File: src/rtl/mem_port_arbiter.sv
// Multi-port memory arbiter: grants one requester at a time, issues a single
// memory command held for MEM_LATENCY cycles, then pulses done with load data.
module mem_port_arbiter #(
    parameter int NUM_PORTS   = 2,
    parameter int ADDR_W      = 32,
    parameter int DATA_W      = 32,
    parameter int MEM_LATENCY = 1,
    parameter int RR_MODE     = 0
) (
    input  logic                        clk,
    input  logic                        rst,
    input  logic [NUM_PORTS-1:0]        req,
    input  logic [NUM_PORTS-1:0]        we,
    input  logic [3*NUM_PORTS-1:0]      func3,
    input  logic [ADDR_W*NUM_PORTS-1:0] addr,
    input  logic [DATA_W*NUM_PORTS-1:0] wdata,
    output logic [NUM_PORTS-1:0]        gnt,
    output logic [NUM_PORTS-1:0]        done,
    output logic                        err,
    output logic [DATA_W-1:0]           rdata,
    output logic                        mem_rd,
    output logic                        mem_wr,
    output logic [2:0]                  mem_func3,
    output logic [ADDR_W-1:0]           mem_addr,
    output logic [DATA_W-1:0]           mem_wdata,
    input  logic [DATA_W-1:0]           mem_rdata
);

    localparam int IDX_W = $clog2(NUM_PORTS);
    localparam int CNT_W = $clog2(MEM_LATENCY + 1);

    localparam logic [1:0] IDLE = 2'd0;
    localparam logic [1:0] BUSY = 2'd1;
    localparam logic [1:0] RESP = 2'd2;

    logic [1:0]           state;
    logic [CNT_W-1:0]     cnt;
    logic [IDX_W-1:0]     ptr;
    logic [IDX_W-1:0]     cur;

    logic [IDX_W-1:0]     start;
    logic [IDX_W-1:0]     base;
    logic [NUM_PORTS-1:0] rot;
    logic [IDX_W-1:0]     off;
    logic [IDX_W:0]       sum;
    logic [IDX_W-1:0]     win;
    logic                 found;

    logic                 w_we;
    logic [2:0]           w_func3;
    logic [ADDR_W-1:0]    w_addr;
    logic [DATA_W-1:0]    w_wdata;
    logic                 mis;

    // Rotate the request vector so the search origin sits at bit 0; fixed
    // priority is simply a rotation by zero.
    always_comb begin
        start = (ptr == IDX_W'(NUM_PORTS - 1)) ? '0 : ptr + 1'b1;
        base  = (RR_MODE != 0) ? start : '0;
        rot   = NUM_PORTS'({req, req} >> base);
        found = 1'b0;
        off   = '0;
        for (int k = NUM_PORTS - 1; k >= 0; k--) begin
            if (rot[k]) begin
                found = 1'b1;
                off   = IDX_W'(k);
            end
        end
        sum = {1'b0, base} + {1'b0, off};
        if (sum >= (IDX_W + 1)'(NUM_PORTS)) begin
            sum = sum - (IDX_W + 1)'(NUM_PORTS);
        end
        win = sum[IDX_W-1:0];
    end

    always_comb begin
        w_we    = 1'b0;
        w_func3 = '0;
        w_addr  = '0;
        w_wdata = '0;
        for (int k = 0; k < NUM_PORTS; k++) begin
            if (win == IDX_W'(k)) begin
                w_we    = we[k];
                w_func3 = func3[3*k +: 3];
                w_addr  = addr[ADDR_W*k +: ADDR_W];
                w_wdata = wdata[DATA_W*k +: DATA_W];
            end
        end
        // Only the standard halfword/word codes are alignment-checked.
        mis = ((w_func3 == 3'b001 || w_func3 == 3'b101) && w_addr[0]) ||
              ((w_func3 == 3'b010) && (w_addr[1:0] != 2'b00));
    end

    always_ff @(posedge clk) begin
        if (!rst) begin
            state     <= IDLE;
            cnt       <= '0;
            ptr       <= IDX_W'(NUM_PORTS - 1);
            cur       <= '0;
            gnt       <= '0;
            done      <= '0;
            err       <= 1'b0;
            rdata     <= '0;
            mem_rd    <= 1'b0;
            mem_wr    <= 1'b0;
            mem_func3 <= '0;
            mem_addr  <= '0;
            mem_wdata <= '0;
        end else begin
            gnt  <= '0;
            done <= '0;
            err  <= 1'b0;
            case (state)
                IDLE, RESP: begin
                    if (found) begin
                        gnt       <= NUM_PORTS'(1) << win;
                        cur       <= win;
                        ptr       <= win;
                        mem_func3 <= w_func3;
                        mem_addr  <= w_addr;
                        mem_wdata <= w_wdata;
                        if (mis) begin
                            state <= RESP;
                            done  <= NUM_PORTS'(1) << win;
                            err   <= 1'b1;
                        end else begin
                            state  <= BUSY;
                            cnt    <= CNT_W'(MEM_LATENCY - 1);
                            mem_rd <= ~w_we;
                            mem_wr <= w_we;
                        end
                    end else begin
                        state <= IDLE;
                    end
                end
                BUSY: begin
                    if (cnt == '0) begin
                        // mem_rd doubles as the captured "this is a load" flag.
                        if (mem_rd) begin
                            rdata <= mem_rdata;
                        end
                        mem_rd <= 1'b0;
                        mem_wr <= 1'b0;
                        done   <= NUM_PORTS'(1) << cur;
                        state  <= RESP;
                    end else begin
                        cnt <= cnt - 1'b1;
                    end
                end
                default: state <= IDLE;
            endcase
        end
    end

endmodule

File: config.mk
export PLATFORM = sky130hd
export DESIGN_NAME = mem_port_arbiter
export DESIGN_NICKNAME = d
export VERILOG_FILES = /design/src/rtl/mem_port_arbiter.sv
export SDC_FILE = /design/constraint.sdc
export NUM_CORES = 1
export LEC_CHECK = 0
export BUFFER_PORTS_ARGS = -buffer_cell sky130_fd_sc_hd__buf_2
export CORE_MARGIN = 2
export CORE_UTILIZATION = 30
export CTS_BUF_LIST = sky130_fd_sc_hd__clkbuf_16
export DETAILED_ROUTE_END_ITERATION = 6
export GPL_TIMING_DRIVEN = 0
export HOLD_SLACK_MARGIN = 0.08
export MAX_ROUTING_LAYER = met4
export PLACE_DENSITY = 0.63
export SLEW_MARGIN = 25
export SYNTH_ARGS = -nofsm -noshare
export SYNTH_HDL_FRONTEND = slang
export SYNTH_SLANG_ARGS = --single-unit
File: constraint.sdc
create_clock -name clk -period 1.75 [get_ports clk]
set_input_delay 0.0875 -clock clk [delete_from_list [all_inputs] [get_ports clk]]
set_output_delay 0.0875 -clock clk [all_outputs]
set_load 0.005 [all_outputs]
* Yosys cells after proc, flatten, opt, wreduce, memory -nomap -nowiden
Cells that the tools add are included.
** Cells by class
- Add/sub/neg operators :: 2
- Multiply operators :: 0
- Divide/modulo/power cells :: 0
- Order comparisons :: 1
- Equality and inequality tests :: 8
- Shift-type cells :: 2
- Mux-type cells :: 28
- Bitwise operators :: 2
- Reduce and logical (&&, ||, !) cells :: 13
** Operator list (count)
- $mux W32 :: 2
- $mux W1 :: 14
- $mux W2 :: 6
- $reduce_and A3 Y1 :: 3
- $pmux W2 S2 :: 2
- $ne A2 B2 Y1 const B :: 3
- $pmux W1 S2 :: 3
- $reduce_and A4 Y1 :: 1
- $reduce_bool A2 Y1 :: 2
- $shl A1 B1 Y2 const A :: 2
- $eq A3 B1 Y1 const B :: 1
- $eq A3 B2 Y1 const B :: 1
- $eq A3 B3 Y1 const B :: 1
- $mux W3 :: 1
- $eq A2 B1 Y1 const B :: 1
- $eq A2 B2 Y1 const B :: 1
- $ge A1 B2 Y1 const B :: 1
- $logic_and A1 B1 Y1 :: 2
- $logic_not A2 Y1 :: 1
- $logic_or A1 B1 Y1 :: 2
- $not A1 Y1 :: 2
- $reduce_and A2 Y1 :: 1
- $reduce_or A2 Y1 :: 1
- $sub A1 B1 Y1 const B :: 2
** Storage, ports and cells
- Flip-flop bits (word level) :: 110
- Latch bits :: 0
- Memory bits (writable) :: 0
- Bits in read-only memories :: 0
- Bits of input ports :: 172
- Output and inout bits :: 106
- Word-level logic and storage cells :: 68
- Memories kept :: 0

* Depth between registers and ports, before layout
- Word-level depth :: 12
- Mapped depth :: 7
- Gate-level depth less buffers :: 5

* Worst setup path after synthesis
No wires, ideal clock.
- Path kind :: register -> register
- From :: register state[0]
- To :: register mem_rd
- Library setup time :: 0.079 ns
- Data arrival time :: 1.291 ns
- Required time :: 1.671 ns
- Slack :: 0.380 ns
- Stages on the path, launching flop included :: 6
- Buffers on the path :: 2
- Period minus slack after synthesis :: 1.370 ns
- Cells stage by stage :: dfxtp_1 -> o21ba_2 -> clkbuf_1 -> clkbuf_1 -> nand4_1 -> o211ai_1
** Between the ends
- Word-level cells in the longest chain between the ends :: 4
- Elaborated cells on any way between the ends :: 10
- Classes of those cells :: eq/ne (5); mux (1); reduce/logical (4)
** Ends and longest elaborated chain
- start, declared :: RTL line 36 : logic [1:0] state;
- start signal, assigned :: RTL line 96 : state <= IDLE;
- start signal, assigned :: RTL line 123 : state <= RESP;
- start signal, assigned :: RTL line 127 : state <= BUSY;
- $eq A2 B2 Y1 or $logic_not A2 Y1 (tied branches) :: RTL line 113 : case (state)
- $reduce_or A2 Y1
- $ne A2 B2 Y1 (no source line) or $reduce_bool A2 Y1 (tied branches)
- $reduce_and A4 Y1 (no source line)
- end signal, assigned :: RTL line 129 : mem_rd <= ~w_we;
- end, declared :: RTL line 21 : output logic mem_rd,
Parallel ways exist; a longest one is shown, timed or not.
A chain may end at the register's enable or synchronous reset.

* Final worst setup path
- From :: input func3[3]
- To :: register state[0]
** Between the ends
- Word-level cells in the longest chain between the ends :: 8
- Elaborated cells on any way between the ends :: 11
- Classes of those cells :: eq/ne (3); mux (4); reduce/logical (4)
** Ends and longest elaborated chain
- start, declared :: RTL line 14 : input logic [3*NUM_PORTS-1:0] func3,
- $mux W3 (*) :: RTL line 82 : if (win == IDX_W'(k)) begin
- $eq A3 B1 Y1 or $eq A3 B3 Y1 (tied branches) :: RTL line 90 : mis = ((w_func3 == 3'b001 || w_func3 == 3'b101) && w_addr[0]) ||
- $logic_or A1 B1 Y1 :: RTL line 90
- $logic_and A1 B1 Y1 :: RTL line 90
- $logic_or A1 B1 Y1 (*) :: RTL line 90
- $mux W2 (*) :: RTL line 122 : if (mis) begin
- $mux W2 (*) :: RTL line 115 : if (found) begin
- $pmux W2 S2 (*) :: RTL line 113
Every way passes the cells marked *; elsewhere a longest branch is shown, timed or not.

==> results.yml <==
timing:
  slew_violations: 0
  setup_slack_ps: 39.66
  fin_crit_sh: 0.9773
  skew_ps: 7.029
  setup-violations-final: 0
  fin_crit_ps: 1710
  rsz0062_at_grt: "yes"
  max_freq_mhz: 584.7
  finalHoldViolCount: 0
  max-slew-margin-rel: 0.6012
  tns_ps: 0
  worst_slew_pin_slew_ps: 598.2
global_routing:
  grtUsageTotal: 0.2262
  grt_pass1_wl_mm: 25.71
  antenna_found_initial: 0
  grt_max_degree: 17
  grt_pass1_vias: 5245
  grt_overflow: 0
placement:
  place_ws_ps: -244.6
  place_congestion: 0.7840
  port_buffers: 277
  hpwlAfterDp_mm: 10.90
cells_and_area:
  area_delta_synth_final_pct: 84.80
  fillers: 1221
  diodes: 0
  drive_above_1_share: 0.3281
  final_nets: 1127
synth:
  ys_ff_latch: 109
  post-synth-top-count-cell: "dfxtp_1"
  yosysSeqAreaShare: 0.5220
  synth_fp_nets: 675
  ys.warnings.count: 0
  synth_cell_types: 34
  synth_top_area_cell: "dfxtp_1"
  synth_async_sr_flop_share: 0
  synth_edf_count: 0
  synth_common_cells: "109 x dfxtp_1, 94 x a21oi_1, 80 x nand2_1"
  synth_area_per_cell_um2: 8.311
  yosys-top-cells-area: "dfxtp_1 52%, a21oi_1 11%, o22ai_1 9.6%, nand2_1 7.2%, o21ai_0 6.0%"
  synth_top_area_share: 0.5220
  syn_inst: 503
  syn_area_mm2: 0.004180
  synth_ff_type: "dfxtp_1"
pwr:
  power.density_mw_per_mm2: 778.7
  ir_worst_vdd_v: 0.0004407
  power.total_mw: 6.015
  p_leak_nw: 3.573
routing:
  drtIter0Drc: 224
  ant_nets: 0
  viasPerCell: 4.785
  wl_per_cell_um: 15.00
  drt_wl_total_mm: 17.11
  vias: 5455
  dr.pass1.iters: 4
  post-route-drc-count: 0
run:
  drv_cap: 0
cts:
  cts_made_buffers: 9
  clock_latency_ps: 350
  path_clk_slew_ps: 60
  cts_tree: "built"
  clockBufferDepth: 2
  cts_max_level: 3
  cts_sinks: 109
  cts_root_buf: "clkbuf_16"
critical_path:
  critPathCaptureType: "flip-flop"
  slowest_stage: "dlygate4sd3_1"
  critical_path_arrival_ps: 1940
  crit_path_cell_trace: "dlygate4sd3_1, buf_2, or2_2, mux4_2, nand2b_4, nor2b_1"
  worstPathMaxFanout: 5
  critPathRequiredTime_ps: 1980
  startpoint_type: "primary input"
  slowest_delay_ps: 560
  path_class: "primary input to flip-flop"
  critical_path.top_delay_family: "buffers and inverters"
  crit_buf_inv: 2
floorplanning:
  die_w_um: 122.0
  num_rows: 43
  initial_core_util: 0.3047
  io-pin-count: 278
  core_area_mm2: 0.01372
  dieArea_mm2: 0.01490
  die_height_um: 122.0
run_status:
  status: "complete, no violations"
min_path:
  min_path_type: "primary input to flip-flop"
-- worst min-delay path: stages --
cell      delay, ps
buf_2            70
mux2i_1         110
nand4_1         120
o211ai_1         80
-- through the flow --
step / hold slack (ps) / cell area, µm² / std cells / util
floorplan: 199.7 / 4180 / 503 / -
global route: 215.3 / 7725 / 1140 / 0.5631
finish: 179.2 / 7725 / 1140 / 0.5631
detailed placement: 334.6 / 5792 / 960 / 0.4222
CTS: 165.0 / 7701 / 1140 / 0.5613
global placement: 332.0 / 5792 / 960 / 0.4222
-- layout make-up --
cell class	instances	area, µm²	share of cell area
buffer	46	200.2	0.02592
clock buffer	9	225.2	0.02915
clock inverter	7	35.03	0.004535
inverter	5	18.77	0.002430
multi-input combinational	342	1800	0.2331
sequential	109	2182	0.2825
tap	180	225.2	0.02915
timing repair buffer	442	3038	0.3933
-- registers in the layout (all words and copies together), names as in the netlist --
name,flops
mem_addr,32
mem_wdata,32
rdata,32
mem_func3,3
done,2
gnt,2
state,2
cur,1
err,1
mem_rd,1
mem_wr,1
-- cell usage in the layout, fill, tap and decap left out, drive strengths merged --
cell type	instances
nor3b	1
nor2b	2
a21oi	94
clkinv	4
a311oi	4
nand2b	3
dlygate4sd3	165
dfxtp	109
nand2	80
clkbuf	43
nand4b	1
o22ai	64
o21ba	1
mux2i	3
a31oi	1
nor3	1
nor2	11
buf	289
o32ai	1
o21ai	64
or2	2
o211ai	1
nand4	2
and2	2
inv	7
mux4	1
nand3	1
a41oi	1
a211oi	1
clkinvlp	1
-- per-layer routing --
metal  GRT usage  up-vias  wire length [µm]
li1            -     2715                 -
met1      0.2578     2483              7113
met2      0.3813      214              8367
met3     0.04307       43               991
met4      0.1099        0               633
met5           -        -                 0
-- path summary, 6_finish.rpt --
kind / start / slack [ps] / endpoint / cells past startpoint
worst max-delay path: func3[3] / 40 / state[0]$_SDFF_PN0_ / 6
worst min-delay path: we[1] / 180 / mem_rd$_SDFFE_PN0P_ / 4
worst max register to register: state[0]$_SDFF_PN0_ / 60 / rdata[26]$_SDFFE_PN0P_ / 7
worst min register to register: rdata[24]$_SDFFE_PN0P_ / 450 / rdata[24]$_SDFFE_PN0P_ / 2
-- repair_timing --
item,in CTS,in global routing
gates resized for setup,1,14
hold buffers,165,0
setup endpoints to repair,50,73
gates cloned,0,0
setup buffers,0,0
hold endpoints to repair,99,0
-- logic make-up (layout without fill, tap and decap cells) --
group / after synthesis / in the layout / share of synthesized area
buffers and inverters: 52 / 509 / 0.05058
multiplexers: 4 / 4 / 0.01556
AND/OR/NAND/NOR: 106 / 106 / 0.1069
AO/OA/AOI/OAI: 232 / 232 / 0.3050
flip-flops: 109 / 109 / 0.5220
-- power breakdown --
group          internal, mW  switching [mW]
sequential             2.68          0.0946
clock                 0.946           0.892
combinational         0.752           0.647
Note: power is estimated with default switching activity, not from simulation.
